**config.mk**
```make
export PLATFORM = sky130hd
export DESIGN_NAME = axi_araddr_gen
export DESIGN_NICKNAME = d
export VERILOG_FILES = /design/src/rtl/axi_araddr_gen.sv
export SDC_FILE = /design/constraint.sdc
export NUM_CORES = 1
export LEC_CHECK = 0
export CAP_MARGIN = 15
export CORE_MARGIN = 1.5
export CORE_UTILIZATION = 56
export DETAILED_ROUTE_END_ITERATION = 10
export GPL_TIMING_DRIVEN = 1
export PLACE_DENSITY = 0.79
export SYNTH_ARGS = -nofsm -noshare
export SYNTH_HDL_FRONTEND = slang
export SYNTH_SLANG_ARGS = --single-unit
```
**constraint.sdc**
```tcl
create_clock -name i_clk -period 7.4 [get_ports i_clk]
set_clock_uncertainty 0.15 [all_clocks]
set_input_delay 1.85 -clock i_clk [delete_from_list [all_inputs] [get_ports i_clk]]
set_output_delay 1.85 -clock i_clk [all_outputs]
set_load 0.02 [all_outputs]
```
**src/rtl/axi_araddr_gen.sv**
```systemverilog
// Frame-region read address generator: splits a 2-D region (lines of h_beats
// beats) into AXI bursts that never cross 4 KB and pushes them into an address FIFO.
module axi_araddr_gen #(
  parameter int unsigned ADDR_WIDTH = 32,
  parameter int unsigned DATA_BYTES = 32,
  parameter int unsigned MAX_BURST  = 16,
  parameter int unsigned CNT_WIDTH  = 16
) (
  input  logic                  i_clk,
  input  logic                  i_rst,
  input  logic                  i_start,
  input  logic                  i_abort,
  input  logic [ADDR_WIDTH-1:0] i_base_addr,
  input  logic [ADDR_WIDTH-1:0] i_line_stride,
  input  logic [CNT_WIDTH-1:0]  i_h_beats,
  input  logic [CNT_WIDTH-1:0]  i_v_lines,
  output logic [ADDR_WIDTH+7:0] o_wr_data,
  output logic                  o_wr_en,
  input  logic                  i_wr_vld,
  output logic                  o_busy,
  output logic                  o_done
);

  localparam int unsigned OFFS = $clog2(DATA_BYTES);
  localparam int unsigned BW   = (CNT_WIDTH > 13) ? CNT_WIDTH : 13;

  typedef enum logic [1:0] {S_IDLE, S_ISSUE, S_DONE} state_t;

  state_t                r_state, w_state_nxt;
  logic [ADDR_WIDTH-1:0] r_cur_addr, r_line_addr, r_stride;
  logic [CNT_WIDTH-1:0]  r_h_beats, r_rem, r_lines_left;
  logic [8:0]            r_burst;

  logic [ADDR_WIDTH-1:0] w_cur_nxt, w_line_nxt, w_stride_nxt, w_step, w_next_line;
  logic [CNT_WIDTH-1:0]  w_h_nxt, w_rem_nxt, w_lines_nxt;
  logic [8:0]            w_burst_nxt;
  logic [BW-1:0]         w_b4k, w_bmin;
  logic                  w_push, w_more, w_last_line;
  logic [ADDR_WIDTH+7:0] w_wr_data_nxt;
  logic                  w_wr_en_nxt, w_busy_nxt, w_done_nxt;

  assign w_push      = (r_state == S_ISSUE) && i_wr_vld;
  assign w_more      = BW'(r_rem) > BW'(r_burst);
  assign w_last_line = r_lines_left <= CNT_WIDTH'(1);
  assign w_step      = ADDR_WIDTH'(r_burst) << OFFS;
  assign w_next_line = r_line_addr + r_stride;

  // State register
  always_ff @(posedge i_clk) begin
    if (i_rst) r_state <= S_IDLE;
    else       r_state <= w_state_nxt;
  end

  // Next-state logic; abort overrides everything but reset
  always_comb begin
    w_state_nxt = r_state;
    case (r_state)
      S_IDLE:
        if (i_start)
          w_state_nxt = (i_h_beats != '0 && i_v_lines != '0) ? S_ISSUE : S_DONE;
      S_ISSUE:
        if (w_push && !w_more && w_last_line) w_state_nxt = S_DONE;
      S_DONE:  w_state_nxt = S_IDLE;
      default: w_state_nxt = S_IDLE;
    endcase
    if (i_abort) w_state_nxt = S_IDLE;
  end

  // Datapath next values: load on start, advance within a line, or step to next line
  always_comb begin
    w_cur_nxt    = r_cur_addr;
    w_line_nxt   = r_line_addr;
    w_stride_nxt = r_stride;
    w_h_nxt      = r_h_beats;
    w_rem_nxt    = r_rem;
    w_lines_nxt  = r_lines_left;
    if (r_state == S_IDLE && i_start) begin
      w_cur_nxt    = i_base_addr;
      w_line_nxt   = i_base_addr;
      w_stride_nxt = i_line_stride;
      w_h_nxt      = i_h_beats;
      w_rem_nxt    = i_h_beats;
      w_lines_nxt  = i_v_lines;
    end else if (w_push) begin
      if (w_more) begin
        w_cur_nxt = r_cur_addr + w_step;
        w_rem_nxt = CNT_WIDTH'(r_rem - CNT_WIDTH'(r_burst));
      end else if (!w_last_line) begin
        w_cur_nxt   = w_next_line;
        w_line_nxt  = w_next_line;
        w_rem_nxt   = r_h_beats;
        w_lines_nxt = r_lines_left - CNT_WIDTH'(1);
      end
    end
  end

  // Burst for the next descriptor, precomputed so outputs can be registered
  always_comb begin
    w_b4k = BW'((13'h1000 - {1'b0, w_cur_nxt[11:0]}) >> OFFS);
    w_bmin = BW'(w_rem_nxt);
    if (w_bmin > BW'(MAX_BURST)) w_bmin = BW'(MAX_BURST);
    if (w_bmin > w_b4k)          w_bmin = w_b4k;
    w_burst_nxt = 9'(w_bmin);
  end

  // Output logic
  always_comb begin
    w_wr_en_nxt   = (w_state_nxt == S_ISSUE);
    w_busy_nxt    = (w_state_nxt != S_IDLE);
    w_done_nxt    = (w_state_nxt == S_DONE);
    w_wr_data_nxt = '0;
    if (w_wr_en_nxt) w_wr_data_nxt = {w_cur_nxt, 8'(w_burst_nxt - 9'd1)};
  end

  always_ff @(posedge i_clk) begin
    if (i_rst) begin
      r_cur_addr   <= '0;
      r_line_addr  <= '0;
      r_stride     <= '0;
      r_h_beats    <= '0;
      r_rem        <= '0;
      r_lines_left <= '0;
      r_burst      <= '0;
      o_wr_data    <= '0;
      o_wr_en      <= 1'b0;
      o_busy       <= 1'b0;
      o_done       <= 1'b0;
    end else begin
      r_cur_addr   <= w_cur_nxt;
      r_line_addr  <= w_line_nxt;
      r_stride     <= w_stride_nxt;
      r_h_beats    <= w_h_nxt;
      r_rem        <= w_rem_nxt;
      r_lines_left <= w_lines_nxt;
      r_burst      <= w_burst_nxt;
      o_wr_data    <= w_wr_data_nxt;
      o_wr_en      <= w_wr_en_nxt;
      o_busy       <= w_busy_nxt;
      o_done       <= w_done_nxt;
    end
  end

endmodule

```
## Word-level counts from Yosys, hierarchy flattened

Index checks and enable logic that the tools add are counted.

| storage, ports and cells | value |
|---|---|
| input bits | 101 |
| register bits after elaboration | 198 |
| output and inout bits | 43 |
| logic and storage cells | 64 |

| cells by class | value |
|---|---|
| reductions and logical operators | 13 |
| eq/ne operators | 5 |
| mux-type cells | 23 |
| $lt $le $gt $ge | 4 |
| bitwise logic cells | 1 |
| add/sub/neg operators | 6 |

Operators with widths:

| cell | number |
|---|---|
| $mux 32 | 8 |
| $mux 16 | 9 |
| $add 32x14->32 | 1 |
| $add 32x32->32 | 1 |
| $reduce_bool 16->1 | 2 |
| $gt 16x11->1 | 1 |
| $gt 16x5->1 const B | 1 |
| $gt 16x9->1 | 1 |
| $le 16x1->1 const B | 1 |
| $sub 16x1->16 const B | 1 |
| $sub 16x9->16 | 1 |
| $sub 13x12->14 const A | 1 |
| $mux 9 | 1 |
| $mux 2 | 4 |
| $sub 8x1->8 const B | 1 |
| $logic_and 1x1->1 | 5 |
| $eq 2x1->1 const B | 2 |
| $ne 2x1->1 const B | 2 |
| $pmux 2 s2 | 1 |
| $reduce_bool 2->1 | 2 |
| $reduce_and 3->1 | 1 |
| $eq 2x2->1 const B | 1 |
| $logic_not 2->1 | 1 |
| $reduce_or 2->1 | 1 |
| other kinds (2) | 2 |

## Logic depth before layout (Yosys ltp)

| logic depth | value |
|---|---|
| word-level depth | 10 |
| mapped depth | 29 |
| mapped depth without buffers | 27 |

## Least setup slack after synthesis

No wires, ideal clock.

| timing path | value |
|---|---|
| path kind | input port to flip-flop |
| from | input i_wr_vld |
| to | register o_wr_data[6] |
| buffers on the path | 4 |
| required time | 7.167 ns |
| setup slack | 0.666 ns |
| arrival time | 6.501 ns |
| cell stages on the path | 24 |
| cells stage by stage | and3b_1 clkbuf_1 clkbuf_1 clkbuf_1 o21ai_0 o21ai_0 nand4_1 nor4_4 and2_1 ha_1 nor2b_1 o21a_1 o21a_1 o21a_1 o21a_1 o21ai_0 a211o_1 clkbuf_1 o21a_1 ha_1 nand2_1 o21a_1 mux2_2 o31ai_4 |

| between the ends | value |
|---|---|
| cells in the longest elaborated chain, start to end | 9 |
| elaborated cells between the ends (all ways) | 19 |

RTL lines:

| element | RTL line | RTL |
|---|---|---|
| start: declaration | 19 | `input logic i_wr_vld,` |
| $logic_and 1x1->1 (*) | 42 | `assign w_push = (r_state == S_ISSUE) && i_wr_vld;` |
| branches (longest 8 deep; another with $gt 16x5->1) | n/a |  |
| end signal: assignment | 136 | `o_wr_data <= w_wr_data_nxt;` |
| end: declaration | 17 | `output logic [ADDR_WIDTH+7:0] o_wr_data,` |

Mark *: on every way between the ends.
A chain may end at the register's enable or synchronous reset.

## Worst setup path after layout

Ends and elaborated chain as after synthesis.

==> flow_summary.html <==
<table>
<tr><th>Metric</th><th>Value</th></tr>
<tr><th colspan="2">Outcome</th></tr>
<tr><td>Status</td><td>completed</td></tr>
<tr><th colspan="2">STA</th></tr>
<tr><td>Worst path setup slack after routing</td><td>0.435 ns</td></tr>
<tr><td>Minimum period implied by the final worst setup slack</td><td>6.97 ns</td></tr>
<tr><td>Tightest Pin Transition</td><td>0.906 ns</td></tr>
<tr><td>Maximum achievable frequency</td><td>0.144 GHz</td></tr>
<tr><td>Worst hold slack</td><td>0.310 ns</td></tr>
<tr><td>Number of failing setup endpoints in the final timing report</td><td>0</td></tr>
<tr><td>RSZ-0062 raised after global routing</td><td>false</td></tr>
<tr><td>Period Utilization, post-route</td><td>0.941</td></tr>
<tr><td>Pins Over Slew Limit</td><td>0</td></tr>
<tr><td>Worst slew margin relative to its limit</td><td>0.393</td></tr>
<tr><td>Final-report hold violation count</td><td>0</td></tr>
<tr><th colspan="2">Setup path</th></tr>
<tr><td>CP most frequent cell</td><td>sky130_fd_sc_hd__o21a_1</td></tr>
<tr><td>Critical path type</td><td>input port to register</td></tr>
<tr><td>Critical-path cell list</td><td>clkdlybuf4s50_1 &gt; and3b_2 &gt; o21ai_0 &gt; a21o_1 &gt; o21ai_0 &gt; o311ai_0 &gt; nor4_4 &gt; buf_4 &gt; inv_1 &gt; nor2_1 &gt; ha_1 &gt; o21a_1 &gt; o21a_1 &gt; o21a_1 &gt; o21a_1 &gt; o21ai_0 &gt; a211o_1 &gt; nand3_1 &gt; a21boi_0 &gt; ha_1 &gt; nand4_1 &gt; o21a_1 &gt; mux2_2 &gt; o31ai_4</td></tr>
<tr><td>Cell at the slowest stage of the critical path</td><td>sky130_fd_sc_hd__clkdlybuf4s50_1</td></tr>
<tr><td>Reg-to-Reg End</td><td>o_wr_data[6]</td></tr>
<tr><td>Setup slack of the most critical reg-to-reg path</td><td>0.53 ns</td></tr>
<tr><td>Top cell family by delay on the critical path</td><td>compound AO/OA/AOI/OAI gates</td></tr>
<tr><td>Critical path launch point type</td><td>input port</td></tr>
<tr><td>CP endpoint kind</td><td>register</td></tr>
<tr><td>Count of buffer and inverter cells on the critical path</td><td>3</td></tr>
<tr><td>CP max stage delay</td><td>0.51 ns</td></tr>
<tr><td>R2R cell count</td><td>27</td></tr>
<tr><td>Top fanout value on the critical path</td><td>9</td></tr>
<tr><td>Arrival time of the worst setup path</td><td>7.18 ns</td></tr>
<tr><td>Reg-to-reg critical path startpoint</td><td>r_burst[0]</td></tr>
<tr><td>Required time worst endpoint</td><td>7.61 ns</td></tr>
<tr><th colspan="2">Die</th></tr>
<tr><td>Horizontal extent of the die</td><td>145 um</td></tr>
<tr><td>Total die area</td><td>21,100 sq um</td></tr>
<tr><td>Initial core utilization</td><td>0.576</td></tr>
<tr><td># rows</td><td>51</td></tr>
<tr><td>Standard cell core area</td><td>19,700 sq um</td></tr>
<tr><td>IO Count</td><td>144</td></tr>
<tr><td>Height of the die</td><td>145 um</td></tr>
<tr><th colspan="2">Synth</th></tr>
<tr><td>Most used flip-flop cell after synthesis</td><td>sky130_fd_sc_hd__dfxtp_1</td></tr>
<tr><td>Synthesized flop and latch total</td><td>198</td></tr>
<tr><td>Top cells by area in the synthesized netlist</td><td>sky130_fd_sc_hd__dfxtp_1, sky130_fd_sc_hd__a21oi_1, sky130_fd_sc_hd__ha_1</td></tr>
<tr><td>Mapped cell area</td><td>11,300 sq um</td></tr>
<tr><td>Average instance area after synthesis</td><td>7.81 sq um</td></tr>
<tr><td>Count of flip-flops with a built-in enable after synthesis</td><td>0</td></tr>
<tr><td>Most frequent cells after synthesis</td><td>sky130_fd_sc_hd__dfxtp_1, sky130_fd_sc_hd__nor2_1, sky130_fd_sc_hd__nand2_1</td></tr>
<tr><td>Cell with the most instances after synthesis</td><td>sky130_fd_sc_hd__dfxtp_1</td></tr>
<tr><td>Number of synthesis warnings</td><td>0</td></tr>
<tr><td>Proportion of register bits with asynchronous set or reset after synthesis</td><td>0</td></tr>
<tr><td>Post-synthesis cell type count</td><td>82</td></tr>
<tr><td>Gate count after technology mapping</td><td>1,448</td></tr>
<tr><td>Share of the synthesized area in the top cell type</td><td>0.350</td></tr>
<tr><td>Biggest area consumer among synthesized cells</td><td>sky130_fd_sc_hd__dfxtp_1</td></tr>
<tr><td>Sequential element share of the synthesized area</td><td>0.350</td></tr>
<tr><th colspan="2">Hold path</th></tr>
<tr><td>Cell depth of the worst min-delay path</td><td>2</td></tr>
<tr><td>Path class of the lowest-slack min-delay path</td><td>register to register</td></tr>
<tr><td>Hold Startpoint</td><td>r_h_beats[15]</td></tr>
<tr><td>Endpoint, Worst Hold</td><td>r_h_beats[15]</td></tr>
<tr><th colspan="2">Place</th></tr>
<tr><td>HPWL Detailed</td><td>27.1 mm</td></tr>
<tr><td>Placed Area</td><td>13,100 sq um</td></tr>
<tr><td>Count of port buffers added during placement</td><td>143</td></tr>
<tr><td>Weighted congestion reported at the end of routability-driven placement</td><td>0.980</td></tr>
<tr><td>Setup slack at placement</td><td>-0.00542 ns</td></tr>
<tr><th colspan="2">Global routing</th></tr>
<tr><td>Gr ovfl total</td><td>0</td></tr>
<tr><td>Global-route wire length before repair</td><td>57.4 mm</td></tr>
<tr><td>Via count of the first global-routing pass</td><td>10,700</td></tr>
<tr><td>Overall Global Routing Usage</td><td>0.339</td></tr>
<tr><td>Antenna violations before repair</td><td>0</td></tr>
<tr><td>Maximum number of pins on one net before global-route repair</td><td>71</td></tr>
<tr><th colspan="2">Power</th></tr>
<tr><td>Net Sw Frac</td><td>0.329</td></tr>
<tr><td>Leakage dissipation</td><td>0.00550 uW</td></tr>
<tr><td>Overall power consumption</td><td>2910 uW</td></tr>
<tr><td>Fraction of power consumed by the clock network</td><td>0.331</td></tr>
<tr><td>Fraction of power consumed by combinational cells</td><td>0.257</td></tr>
<tr><td>Power per unit of standard cell area</td><td>212 nW/um^2</td></tr>
<tr><td>Maximum vdd ir drop</td><td>0.000167 V</td></tr>
<tr><td>Internal power contribution</td><td>1950 uW</td></tr>
<tr><td>Share of total power in sequential cells</td><td>0.413</td></tr>
<tr><td>Switching Power</td><td>955 uW</td></tr>
<tr><th colspan="2">Routing</th></tr>
<tr><td>Detailed route wirelength on metal3</td><td>3.17 mm</td></tr>
<tr><td>Routed length per instance</td><td>19.5 um</td></tr>
<tr><td>Via count normalized by instance count</td><td>6.26</td></tr>
<tr><td>Number of routed nets with antenna violations</td><td>0</td></tr>
<tr><td>Topmost layer with routed signal wires</td><td>met4</td></tr>
<tr><td>Routed metal-1 wirelength</td><td>15.7 mm</td></tr>
<tr><td>Vias after detailed routing</td><td>11,600</td></tr>
<tr><td>Final routed DRC violation total</td><td>0</td></tr>
<tr><td>Number of design-rule violations left by the first detailed-router iteration</td><td>1,100</td></tr>
<tr><td>Drt pass-1 iters</td><td>6</td></tr>
<tr><td>Met2 wirelength from detailed routing</td><td>15.9 mm</td></tr>
<tr><td>Total length of routed wires</td><td>36.1 mm</td></tr>
<tr><th colspan="2">Clock network</th></tr>
<tr><td>CTS Sinks</td><td>198</td></tr>
<tr><td>Clock transition at the registers of the reported paths</td><td>0.08 ns</td></tr>
<tr><td>Buffers inserted by post-CTS timing repair</td><td>0</td></tr>
<tr><td>CTS max path bufs</td><td>2</td></tr>
<tr><td>TritonCTS clock tree</td><td>done</td></tr>
<tr><td>Total number of H-tree levels</td><td>4</td></tr>
<tr><td>Number of hold buffers added after CTS</td><td>0</td></tr>
<tr><td>Clock insertion delay at the later pin of the skew report</td><td>0.44 ns</td></tr>
<tr><td>Total CTS buffers</td><td>17</td></tr>
<tr><td>Cell at the root of the clock tree</td><td>sky130_fd_sc_hd__clkbuf_16</td></tr>
<tr><th colspan="2">Finish</th></tr>
<tr><td>Diode insertion count for antenna repair</td><td>0</td></tr>
<tr><td>Layout overhead on the synthesized area</td><td>21.3%</td></tr>
<tr><td>Design Area, Final</td><td>13,700 sq um</td></tr>
<tr><td>Layout cell share with drive strength beyond 1</td><td>0.0705</td></tr>
<tr><td>Final core area utilization</td><td>0.698</td></tr>
<tr><td>Layout net count</td><td>1,740</td></tr>
<tr><th colspan="2">Flow run</th></tr>
<tr><td>Max_cap viols</td><td>0</td></tr>
</table>
==> stage by stage <==
stage	cells	TNS (ns)
detailed placement	1822	-0.00542
global route	1853	0
finish	1853	0
floorplan	1451	0
global placement	1822	0
CTS	1853	0
==> registers in the layout (all words and copies together), names as in the netlist <==
| register | count |
|---|---|
| o_wr_data | 40 |
| r_cur_addr | 32 |
| r_line_addr | 32 |
| r_stride | 32 |
| r_h_beats | 16 |
| r_lines_left | 16 |
| r_rem | 16 |
| r_burst | 9 |
| r_state | 2 |
| o_busy | 1 |
| o_done | 1 |
| o_wr_en | 1 |
==> worst reg2reg max path: stages (launching register included) <==
cell and delay, ns:
sky130_fd_sc_hd__dfxtp_1 0.39, sky130_fd_sc_hd__ha_1 0.24, sky130_fd_sc_hd__fa_1 0.39, sky130_fd_sc_hd__nor2b_1 0.20, sky130_fd_sc_hd__o31a_1 0.26, sky130_fd_sc_hd__o211ai_1 0.26
sky130_fd_sc_hd__a22oi_2 0.66, sky130_fd_sc_hd__o21ai_0 0.23, sky130_fd_sc_hd__o21ai_0 0.42, sky130_fd_sc_hd__nand4_1 0.21, sky130_fd_sc_hd__nor4_4 0.33, sky130_fd_sc_hd__buf_4 0.24
sky130_fd_sc_hd__inv_1 0.07, sky130_fd_sc_hd__nor2_1 0.10, sky130_fd_sc_hd__ha_1 0.26, sky130_fd_sc_hd__o21a_1 0.12, sky130_fd_sc_hd__o21a_1 0.16, sky130_fd_sc_hd__o21a_1 0.16
sky130_fd_sc_hd__o21a_1 0.16, sky130_fd_sc_hd__o21ai_0 0.23, sky130_fd_sc_hd__a211o_1 0.24, sky130_fd_sc_hd__nand3_1 0.09, sky130_fd_sc_hd__a21boi_0 0.16, sky130_fd_sc_hd__ha_1 0.28
sky130_fd_sc_hd__nand4_1 0.09, sky130_fd_sc_hd__o21a_1 0.17, sky130_fd_sc_hd__mux2_2 0.37, sky130_fd_sc_hd__o31ai_4 0.15
==> cell families (layout without fill, tap and decap cells) <==
group                      after synthesis  after routing  synth area share
AOI/OAI and AO/OA                      431            431             0.243
xor gates and xnor gates                43             43            0.0345
adders and majority gates               63             63            0.0716
buffers and inverters                  116            253            0.0388
DFF                                    198            198             0.350
muxes                                   16             16            0.0146
other                                    1              4          0.000331
and+or+nand+nor                        580            580             0.247
==> worst max-delay path by stage <==
stage,startpoint,endpoint,slack (ns),cells past startpoint
floorplan,i_wr_vld,o_wr_data[6],0.67,24
global placement,i_wr_vld,o_wr_data[6],0.08,24
detailed placement,i_wr_vld,o_wr_data[6],-0.005,24
CTS,i_wr_vld,o_wr_data[6],0.42,24
global route,i_wr_vld,o_wr_data[6],0.09,24
finish,i_wr_vld,o_wr_data[6],0.43,24
==> layout by cell type (no fill, tap or decap), types with 6 or more instances in the layout <==
cell / count
sky130_fd_sc_hd__o211ai_1: 7
sky130_fd_sc_hd__nand3_1: 27
sky130_fd_sc_hd__or3_1: 11
sky130_fd_sc_hd__xnor2_1: 24
sky130_fd_sc_hd__nor4_1: 22
sky130_fd_sc_hd__dfxtp_1: 198
sky130_fd_sc_hd__clkdlybuf4s50_1: 142
sky130_fd_sc_hd__or2_2: 8
sky130_fd_sc_hd__and4_1: 6
sky130_fd_sc_hd__nand4_1: 24
sky130_fd_sc_hd__ha_1: 60
sky130_fd_sc_hd__mux2i_1: 12
sky130_fd_sc_hd__o21a_1: 21
sky130_fd_sc_hd__inv_1: 37
sky130_fd_sc_hd__buf_4: 43
sky130_fd_sc_hd__a2111oi_0: 9
sky130_fd_sc_hd__or4_1: 9
sky130_fd_sc_hd__o22ai_1: 11
sky130_fd_sc_hd__nand2_1: 164
sky130_fd_sc_hd__nor2b_1: 24
sky130_fd_sc_hd__a21o_1: 23
sky130_fd_sc_hd__a31oi_1: 14
sky130_fd_sc_hd__xor2_1: 18
sky130_fd_sc_hd__and3_1: 8
sky130_fd_sc_hd__o31ai_1: 8
sky130_fd_sc_hd__a211oi_1: 13
sky130_fd_sc_hd__a21oi_1: 155
sky130_fd_sc_hd__clkbuf_16: 17
sky130_fd_sc_hd__o21ai_0: 84
sky130_fd_sc_hd__nand2b_1: 7
sky130_fd_sc_hd__nor3_1: 59
sky130_fd_sc_hd__nor2_1: 165
sky130_fd_sc_hd__o31a_1: 6
sky130_fd_sc_hd__and2_1: 22
==> cell type report <==
cell class | count | area, sq um
Tap cell | 265 | 332
Inverter | 37 | 139
Sequential cell | 198 | 3960
Multi-Input combinational cell | 1137 | 6950
Timing Repair Buffer | 185 | 1740
Fill cell | 1707 | 5930
Clock buffer | 18 | 429
Clock inverter | 13 | 168
==> timing repair <==
| item | 4_1_cts | 5_1_grt |
|---|---|---|
| gates resized for setup | 0 | 2 |
| hold endpoints to repair | 0 | 0 |
| setup endpoints to repair | 0 | 1 |
==> per-layer routing <==
metal | global-route usage | up-vias
li1 | - | 5491
met1 | 0.476 | 5413
met2 | 0.528 | 595
met3 | 0.0462 | 108
met4 | 0.132 | 0
met5 | 0 | -
==> power groups by stage <==
stage	clock network (uW)	registers (uW)	logic, uW
4_1_cts	964	1200	729
2_1_floorplan	0	1210	467
3_5_place_dp	0	1220	724
6_report	960	1200	746
5_1_grt	1000	1200	809
3_3_place_gp	0	1220	718
(Power assumes the default switching activity.)
